[src/rtl/output_buffer.sv]
// output_buffer: first-word-fall-through circular sample buffer with overflow drop tracking.
module output_buffer #(
    parameter int DATA_WIDTH = 16,
    parameter int DEPTH      = 16,
    parameter int AF_LEVEL   = 12
) (
    input  logic                       clk,
    input  logic                       rst,
    input  logic                       valid_in,
    input  logic [DATA_WIDTH-1:0]      data_in,
    input  logic                       flush,
    input  logic                       clear_drop,
    input  logic                       out_ready,
    output logic                       out_valid,
    output logic [DATA_WIDTH-1:0]      out_data,
    output logic [$clog2(DEPTH):0]     level,
    output logic                       almost_full,
    output logic                       drop,
    output logic [7:0]                 drop_cnt
);
    localparam int AW = $clog2(DEPTH);
    logic [DATA_WIDTH-1:0] mem [DEPTH];
    logic [AW-1:0] wr_ptr, rd_ptr;
    logic [AW:0] next_level;
    logic pop, full, accept, lost;
    assign out_valid = level != '0;
    assign out_data = mem[rd_ptr];
    assign pop = out_valid && out_ready;
    assign full = level == (AW+1)'(DEPTH);
    // a full buffer still takes a push when a pop frees a slot in the same cycle
    assign accept = valid_in && (!full || pop);
    assign lost = valid_in && full && !pop && !flush;
    always_comb begin
        next_level = flush ? '0 : level + (AW+1)'(accept) - (AW+1)'(pop);
    end
    always_ff @(posedge clk) begin
        if (!rst && !flush && accept)
            mem[wr_ptr] <= data_in;
    end
    always_ff @(posedge clk) begin
        if (rst) begin
            wr_ptr      <= '0;
            rd_ptr      <= '0;
            level       <= '0;
            almost_full <= 1'b0;
            drop        <= 1'b0;
            drop_cnt    <= '0;
        end else begin
            if (flush) begin
                wr_ptr <= '0;
                rd_ptr <= '0;
            end else begin
                if (accept)
                    wr_ptr <= wr_ptr + AW'(1);
                if (pop)
                    rd_ptr <= rd_ptr + AW'(1);
            end
            level       <= next_level;
            almost_full <= next_level >= (AW+1)'(AF_LEVEL);
            if (clear_drop) begin
                drop     <= lost;
                drop_cnt <= {7'd0, lost};
            end else if (lost) begin
                drop     <= 1'b1;
                drop_cnt <= drop_cnt + {7'd0, drop_cnt != 8'hff};
            end
        end
    end
endmodule

[config.mk]
export PLATFORM = sky130hd
export DESIGN_NAME = output_buffer
export DESIGN_NICKNAME = d
export VERILOG_FILES = /design/src/rtl/output_buffer.sv
export SDC_FILE = /design/constraint.sdc
export NUM_CORES = 1
export LEC_CHECK = 0
export ABC_CLOCK_PERIOD_IN_PS = 2900
export CORE_MARGIN = 2
export CORE_UTILIZATION = 40
export CTS_BUF_LIST = sky130_fd_sc_hd__clkbuf_4
export CTS_CLUSTER_SIZE = 25
export DETAILED_ROUTE_END_ITERATION = 12
export GPL_TIMING_DRIVEN = 1
export MAX_ROUTING_LAYER = met4
export SYNTH_ARGS = -nofsm -noshare
export SYNTH_HDL_FRONTEND = slang
export SYNTH_SLANG_ARGS = --single-unit
[constraint.sdc]
create_clock -name clk -period 2.9 [get_ports clk]
set_clock_uncertainty 0.2 [all_clocks]
set_input_delay 0.435 -clock clk [delete_from_list [all_inputs] [get_ports clk]]
set_output_delay 0.435 -clock clk [all_outputs]
set_load 0.005 [all_outputs]
# After elaboration in Yosys (flattened, before gate mapping)
# Memories as Yosys holds them, arrays and structs flattened. A register that Yosys moved wholly into a read port is not among the register bits.
# Index checks and enable logic that the tools add are counted.
# Widths: inputs -> output; s select.
# totals
ramBits	256
word_cells	41
memories	1
in_bits	22
output_inout_bits	32
reg_bits	23
# classes
n_reduce_logical	16
eq_ne	2
n_addsub	5
mux	9
n_lt_le_gt_ge	1
# mem_list
memory	depth	width	read_ports	rd_clocked_by_memory_dff	wr	line_no	rtl
mem	16	16	1	1	1	22	logic [DATA_WIDTH-1:0] mem [DEPTH];
# ops
op	n
$add 4x1->4 const B	2
$add 8x1->8	1
$mux 4	2
$ne 8x8->1 const B	1
$logic_and 1x1->1	7
$mux 1	6
$add 5x1->5	1
$eq 5x5->1 const B	1
$ge 5x4->1 const B	1
$mux 5	1
$reduce_bool 5->1	1
$sub 5x1->5	1
$logic_not 1->1	4
$reduce_or 2->1	2
$reduce_bool 2->1	1
$logic_or 1x1->1	1

# Longest topological paths before layout
# Gate-level depths: netlist of the first run.
# depth
depth_word	8
ltp_mapped	16
ltp_nobuf	14

# Least setup slack after synthesis of the first run
# No wires, ideal clock.
# synth_path
path_type	register to register
from	register level[3]
to	register almost_full
setup_slack_ns	-0.201
t_arrival_ns	2.769
stages_incl_launch_ff	17
period_less_slack_ns	3.101
required_time_ns	2.568
setup_ns	0.132
n_path_buf	2
path_cell_list	dfxtp_1 > inv_1 > ha_1 > or3b_1 > buf_6 > o21a_1 > clkbuf_1 > inv_1 > ha_1 > inv_1 > ha_1 > inv_1 > fa_1 > nand2b_1 > a21oi_1 > or4_1 > o211ai_1
# synth_between
elab_chain_cells	8
elab_cells_between_ends	10
cone_classes	add/sub (2); order compare (1); eq/ne (1); mux (1); reduce/logical (5)
# synth_rtl
element	line_no	rtl
from (decl)	16	output logic [$clog2(DEPTH):0] level,
from (signal assigned)	58	level <= next_level;
$eq 5x5->1 or $reduce_bool 5->1 (tied branches)	29, 26	
$logic_not 1->1 or $logic_and 1x1->1 (tied branches)	31, 28	
$logic_or 1x1->1	31	assign accept = valid_in && (!full || pop);
$logic_and 1x1->1	31	
$add 5x1->5	34	next_level = flush ? '0 : level + (AW+1)'(accept) - (AW+1)'(pop);
$sub 5x1->5 *	34	
$mux 5 *	34	
$ge 5x4->1 *	59	almost_full <= next_level >= (AW+1)'(AF_LEVEL);
to (signal assigned)	59	
to (decl)	17	output logic almost_full,
# Mark *: on every way between the ends. The rest lies on a longest branch, timed or not.
# A chain may end at the register's enable or synchronous reset.

==> impl_metrics.csv, run 1 <==
group,metric,value,unit
synth,synth_area_per_cell,19.62,µm²
worst_setup_path,critPathLaunchType,"flip-flop",
synth,synthArstFlopShare,0,
floorplanning,start_util,0.4063,
sta,setup_tns,-142.0,ps
worst_setup_path,r2r_start,"level[3]",
run_status,violations,"setup timing",
cells_and_area,drive_gt1_frac,0.4187,
synth,seq_area_frac_synth,0.7515,
grt,met2_usage,0.2964,
placed_design,post-place-ws,-216.4,ps
clock_tree,clock_latency,640,ps
grt,met3_usage,0.04081,
detailed_routing,first_iter_violations,440,
cells_and_area,design_area,13830,µm²
cells_and_area,fin_nets,770,
synth,synth_warnings,0,
sta,fin_crit_sh,1.011,
hold_path,min_path_type,"in -> reg",
sta,post-route-min-period,2933,ps
pwr,clkPwrFrac,0.354,
sta,hold_violations,0,
pwr,pwr-share-comb,0.156,
worst_setup_path,reg2reg_to,"almost_full",
floorplanning,core,26950,µm²
cells_and_area,finalNonFillerCells,1123,
worst_setup_path,arrival,2300,ps
detailed_routing,via_count,6050,
detailed_routing,detail_route.first_pass.iterations,4,
pwr,seq_power_share,0.490,
grt,use_met1,0.2371,
worst_setup_path,cp.required,2270,ps
sta,maxSlewHeadroom,0.6109,
cells_and_area,area_delta_synth_final,26.35,%
clock_tree,cts.reportedPaths.clkPinSlew,70,ps
worst_setup_path,reg2reg_setup_slack,-10,ps
clock_tree,root_buffer,"clkbuf_4",
grt,track_usage,0.1858,
clock_tree,cts_tree,"built",
worst_setup_path,cp_max_fo,6,
hold_path,whs_endpoint,"drop",
worst_setup_path,rr_worst_depth,14,
synth,synth_nets,594,
sta,rsz0062_at_grt,"true",
synth,netlist_instances,558,
placed_design,place_area,12540,µm²
pwr,peakVddDrop,571.2,µV
synth,synth_top_area_cell,"edfxtp_1",
pwr,p_per_area,668.7,nW/µm²
clock_tree,h-tree-depth,3,
clock_tree,cts_made_buffers,75,
sta,tightest_slew,581.9,ps
worst_setup_path,crit_path_end_kind,"primary output",
grt,grt_pass1_vias,6585,
detailed_routing,routed_wl,24.92,mm
placed_design,globalplace.congestion,0.8158,
placed_design,hpwlAfterDp,14.18,mm
synth,ys_ff_latch,283,
pwr,leakagePower,4.511,nW
detailed_routing,wl_per_cell,22.19,µm
grt,grt_max_degree,17,
synth,synth_commonest_cells,"edfxtp_1 (256), mux4_2 (64), nor2_1 (33), a22oi_1 (32)",
hold_path,worstHoldStart,"rst",
synth,synth-edff-count,256,
sta,whs,239.5,ps
grt,grt_pass1_wl,38.09,mm
synth,ys_types,38,
run,drv_cap,0,
synth,synth_top_flop_cell,"edfxtp_1",
grt,antenna_found_initial,1,
clock_tree,clock_sinks,283,
worst_setup_path,path_class,"reg -> out",
grt,grt_overflow,0,
run_status,status,"finished with violations",
sta,setup_violations,8,
floorplanning,rows,60,
pwr,p_int,7.052,mW
synth,synthMostInstantiatedCell,"edfxtp_1",
placed_design,dp.cells,977,
detailed_routing,drc,0,
placed_design,io_buffer_count,53,
floorplanning,ios,54,
sta,fmax,340.9,MHz
detailed_routing,antenna_left,0,
pwr,swShare,0.2377,
floorplanning,dieArea,28710,µm²
clock_tree,cts_buffer_depth,3,
hold_path,min_path_cells,2,
detailed_routing,drt-vias-per-instance,5.387,
synth,yosys-top-cells-area,"edfxtp_1 (70%), mux4_2 (13%), dfxtp_1 (4.9%), a22oi_1 (2.2%), ha_1 (1.5%)",
synth,syn_area,10950,µm²
grt,top_usage_layer,"met2",
sta,maxSlewViolCount,0,
pwr,switchingPower,2.199,mW
sta,worst_slack,-33.29,ps
synth,yosys.area.top_type_share,0.7021,
floorplanning,die_h,169.5,µm
pwr,power.total,9.251,mW
cells_and_area,post-route-util,0.5133,
floorplanning,die_w,169.5,µm
-- layer usage --
metal	routed length [µm]	vias up
li1	-	2669
met1	10640	3149
met2	12560	193
met3	1312	39
met4	403	0
met5	0	-
-- worst max path at each step --
stage / cells after the start / startpoint / slack, ps / endpoint
2_1_floorplan: 16 / level[3] / -40 / almost_full
5_1_grt: 7 / flip-flop / -170 / out_data[11]
3_5_place_dp: 13 / out_ready / -220 / almost_full
3_3_place_gp: 13 / out_ready / -110 / almost_full
4_1_cts: 7 / flip-flop / -100 / out_data[9]
6_report: 7 / flip-flop / -30 / out_data[0]
-- layout by cell type, fill, tap and decap left out, drive strengths merged, types with 7 or more instances in the layout --
master / Yosys / final
a22oi: 32 / 32
clkinv: 0 / 21
nand2: 27 / 27
dfxtp: 27 / 27
ha: 13 / 13
buf: 12 / 88
nor2: 33 / 33
edfxtp: 256 / 256
a21oi: 7 / 7
clkbuf: 14 / 97
clkdlybuf4s50: 0 / 36
mux4: 64 / 64
inv: 12 / 15
-- worst max-delay path, stage by stage (launching register included) --
cell and delay (ps):
dfxtp_4 380, buf_12 150, buf_16 130, buf_8 110, mux4_2 510, a22oi_2 150
nand2_1 80, buf_2 130
-- flip-flops by register name, indices dropped and copies added (netlist names), named ones only --
name         count
level            5
drop_cnt         8
almost_full      1
mem            256
wr_ptr           4
rd_ptr           4
drop             1
-- power by group through the flow --
| stage | registers (mW) | clock network (mW) | logic [mW] |
|---|---|---|---|
| after global routing | 4.54 | 3.58 | 1.56 |
| after detailed placement | 4.64 | 0 | 1.21 |
| final | 4.53 | 3.27 | 1.44 |
| after floorplan | 4.61 | 0 | 0.731 |
| after global placement | 4.63 | 0 | 1.16 |
| after CTS | 4.53 | 3.36 | 1.44 |
-- kinds of logic (layout without fill, tap and decap cells) --
| kind of cell | after synthesis | after routing | share of synthesized area |
|---|---|---|---|
| flip-flops | 283 | 283 | 0.7515 |
| AND/OR/NAND/NOR | 97 | 97 | 0.04228 |
| multiplexers | 66 | 66 | 0.1335 |
| AO/OA/AOI/OAI | 48 | 48 | 0.03142 |
| buffers and inverters | 38 | 261 | 0.01508 |
| adder cells (fa/ha/maj) | 14 | 14 | 0.01668 |
| XOR/XNOR | 12 | 12 | 0.009599 |
| other | 0 | 1 | 0 |
-- area by class of cell --
| cell class | count | area [µm²] |
|---|---|---|
| Clock inverter | 27 | 157.7 |
| Sequential cell | 283 | 8238 |
| Multi-Input combinational cell | 237 | 2805 |
| Antenna cell | 1 | 2.502 |
| Timing Repair Buffer | 125 | 1429 |
| Fill cell | 2179 | 13120 |
| Tap cell | 341 | 426.7 |
| Inverter | 12 | 47.55 |
| Clock buffer | 97 | 728.2 |
-- repair_timing --
item / CTS / global route
hold buffers: 0 / 0
buffers inserted: 17 / 1
gates resized for setup: 112 / 11
cloned: 4 / 0
pin swaps: 42 / 14
setup endpoints to repair: 19 / 18
(Power assumes the default switching activity.)
==> run 2, diff against run 1 <==
CORE_MARGIN = 5   (was 2)
CTS_CLUSTER_DIAMETER = 60   (was unset)
==> run 2 against run 1 <==
  * The run still ends with setup timing left
  * Via count shrank 7.5%
  * Maximum frequency shrank 3.1%
  * Clock power shrank 41%
  * Clock-buffer cell count shrank 71
  * Critical endpoint is now out_data[7]
  * Largest power group unchanged
==> impl_metrics.csv, run 2 (synthesis gave the netlist of run 1 again) <==
group,metric,value,unit
run,drv_cap,0,
floorplanning,core,26950,µm²
cells_and_area,layout_common_cells,"edfxtp_1 (256), buf_4 (66), mux4_2 (64)",
sta,hold_violations,0,
sta,rsz0062_at_grt,"true",
detailed_routing,via_count,5594,
grt,grt_overflow,0,
worst_setup_path,crit_path_end_kind,"primary output",
floorplanning,start_util,0.4063,
grt,grt_pass1_vias,6067,
sta,fmax,330.5,MHz
floorplanning,die_w,175.5,µm
pwr,peakVddDrop,364.8,µV
run_status,status,"finished with violations",
detailed_routing,drc,0,
detailed_routing,drt-vias-per-instance,5.253,
grt,track_usage,0.1553,
cells_and_area,post-route-util,0.4982,
sta,maxSlewViolCount,0,
worst_setup_path,r2r_start,"level[3]",
cells_and_area,regMostFlops,"mem",
cells_and_area,largest_reg_flops,256,
sta,worst_slack,-125.7,ps
sta,setup_violations,16,
clock_tree,h-tree-depth,1,
cells_and_area,design_area,13430,µm²
placed_design,dp.cells,979,
placed_design,place_area,12470,µm²
detailed_routing,antenna_left,0,
placed_design,io_buffer_count,53,
clock_tree,clock_sinks,283,
clock_tree,cts.reportedPaths.clkPinSlew,160,ps
floorplanning,die_h,175.5,µm
pwr,p_per_area,602.5,nW/µm²
worst_setup_path,path_class,"reg -> out",
clock_tree,clock_latency,660,ps
sta,setup_tns,-1279,ps
clock_tree,cts_buffer_depth,3,
detailed_routing,wl_per_cell,21.64,µm
clock_tree,cts_made_buffers,22,
detailed_routing,first_iter_violations,401,
sta,fin_crit_sh,1.043,
placed_design,globalplace.congestion,0.7652,
sta,maxSlewHeadroom,0.6178,
clock_tree,ctsHoldBuffers,0,
pwr,leakagePower,4.293,nW
run_status,violations,"setup timing",
worst_setup_path,cp.required,2270,ps
placed_design,hpwlAfterDp,13.86,mm
clock_tree,cts_tree,"built",
sta,post-route-min-period,3026,ps
grt,grt_pass1_wl,35.74,mm
detailed_routing,routed_wl,23.05,mm
sta,tightest_slew,571.5,ps
cells_and_area,layout_commonest_cell,"edfxtp_1",
floorplanning,dieArea,30780,µm²
floorplanning,ios,54,
detailed_routing,detail_route.first_pass.iterations,4,
floorplanning,rows,60,
grt,antenna_found_initial,1,
cells_and_area,area_delta_synth_final,22.63,%
grt,grt_max_degree,49,
worst_setup_path,arrival,2390,ps
worst_setup_path,critPathLaunchType,"flip-flop",
cells_and_area,largest_registers,"mem x256, drop_cnt x8, level x5",
cells_and_area,finalNonFillerCells,1065,
worst_setup_path,cp_max_fo,4,
hold_path,min_path_type,"in -> reg",
cells_and_area,fin_nets,743,
clock_tree,root_buffer,"clkbuf_4",
cells_and_area,drive_gt1_frac,0.3997,
hold_path,worstHoldStart,"rst",
[run 2: through the flow]
stage | worst slack [ps] | power, mW | hold WS (ps)
finish | -125.7 | 8.090 | 222.7
detailed placement | -209.0 | 5.853 | 271.5
global route | -230.7 | 8.453 | 181.2
global placement | -102.1 | 5.808 | 261.5
floorplan | -43.14 | 5.346 | 259.7
CTS | -266.9 | 8.140 | 148.5
[run 2: critical path, stage by stage (launching register included)]
cell	delay [ps]
dfxtp_4	410
buf_4	140
clkbuf_16	130
buf_4	100
mux4_2	490
a22oi_2	220
nand2_1	90
buf_2	140
[run 2: path summary, 6_finish.rpt]
path	endpoint	slack, ps	depth (start not counted)
worst max-delay path	out_data[7]	-130	7
worst min-delay path	drop	220	2
worst max register to register	almost_full	10	14
worst min register to register	drop	290	2
[run 2: area by class of cell]
type	instances	area [µm²]
clock buffer	26	195.2
timing repair buffer	151	1545
inverter	12	47.55
sequential	283	8235
multi-input combinational	237	2808
fill	2188	13520
antenna	1	2.502
tap	341	426.7
clock inverter	14	166.4
[run 2: power by group]
| group | internal [mW] | leakage (nW) | total (mW) | switching [mW] |
|---|---|---|---|---|
| Clock | 0.603 | 0.191 | 1.94 | 1.34 |
| Sequential | 4.49 | 2.52 | 4.53 | 0.0379 |
| Combinational | 0.966 | 1.58 | 1.62 | 0.653 |
| Total | 6.06 | 4.29 | 8.09 | 2.03 |
[run 2: repair_timing]
| action | CTS | global route |
|---|---|---|
| setup endpoints to repair | 19 | 18 |
| buffers inserted | 34 | 9 |
| pin swaps | 27 | 24 |
| resized for setup | 98 | 19 |
| gates cloned | 4 | 1 |
[run 2: metal layers]
metal	GRT usage	part of all wire	routed length, µm	vias up
li1	-	-	-	2552
met1	0.2077	0.42	9767	2900
met2	0.2589	0.51	11770	112
met3	0.01959	0.045	1033	30
met4	0.03509	0.021	474	0
met5	-	0	0	-
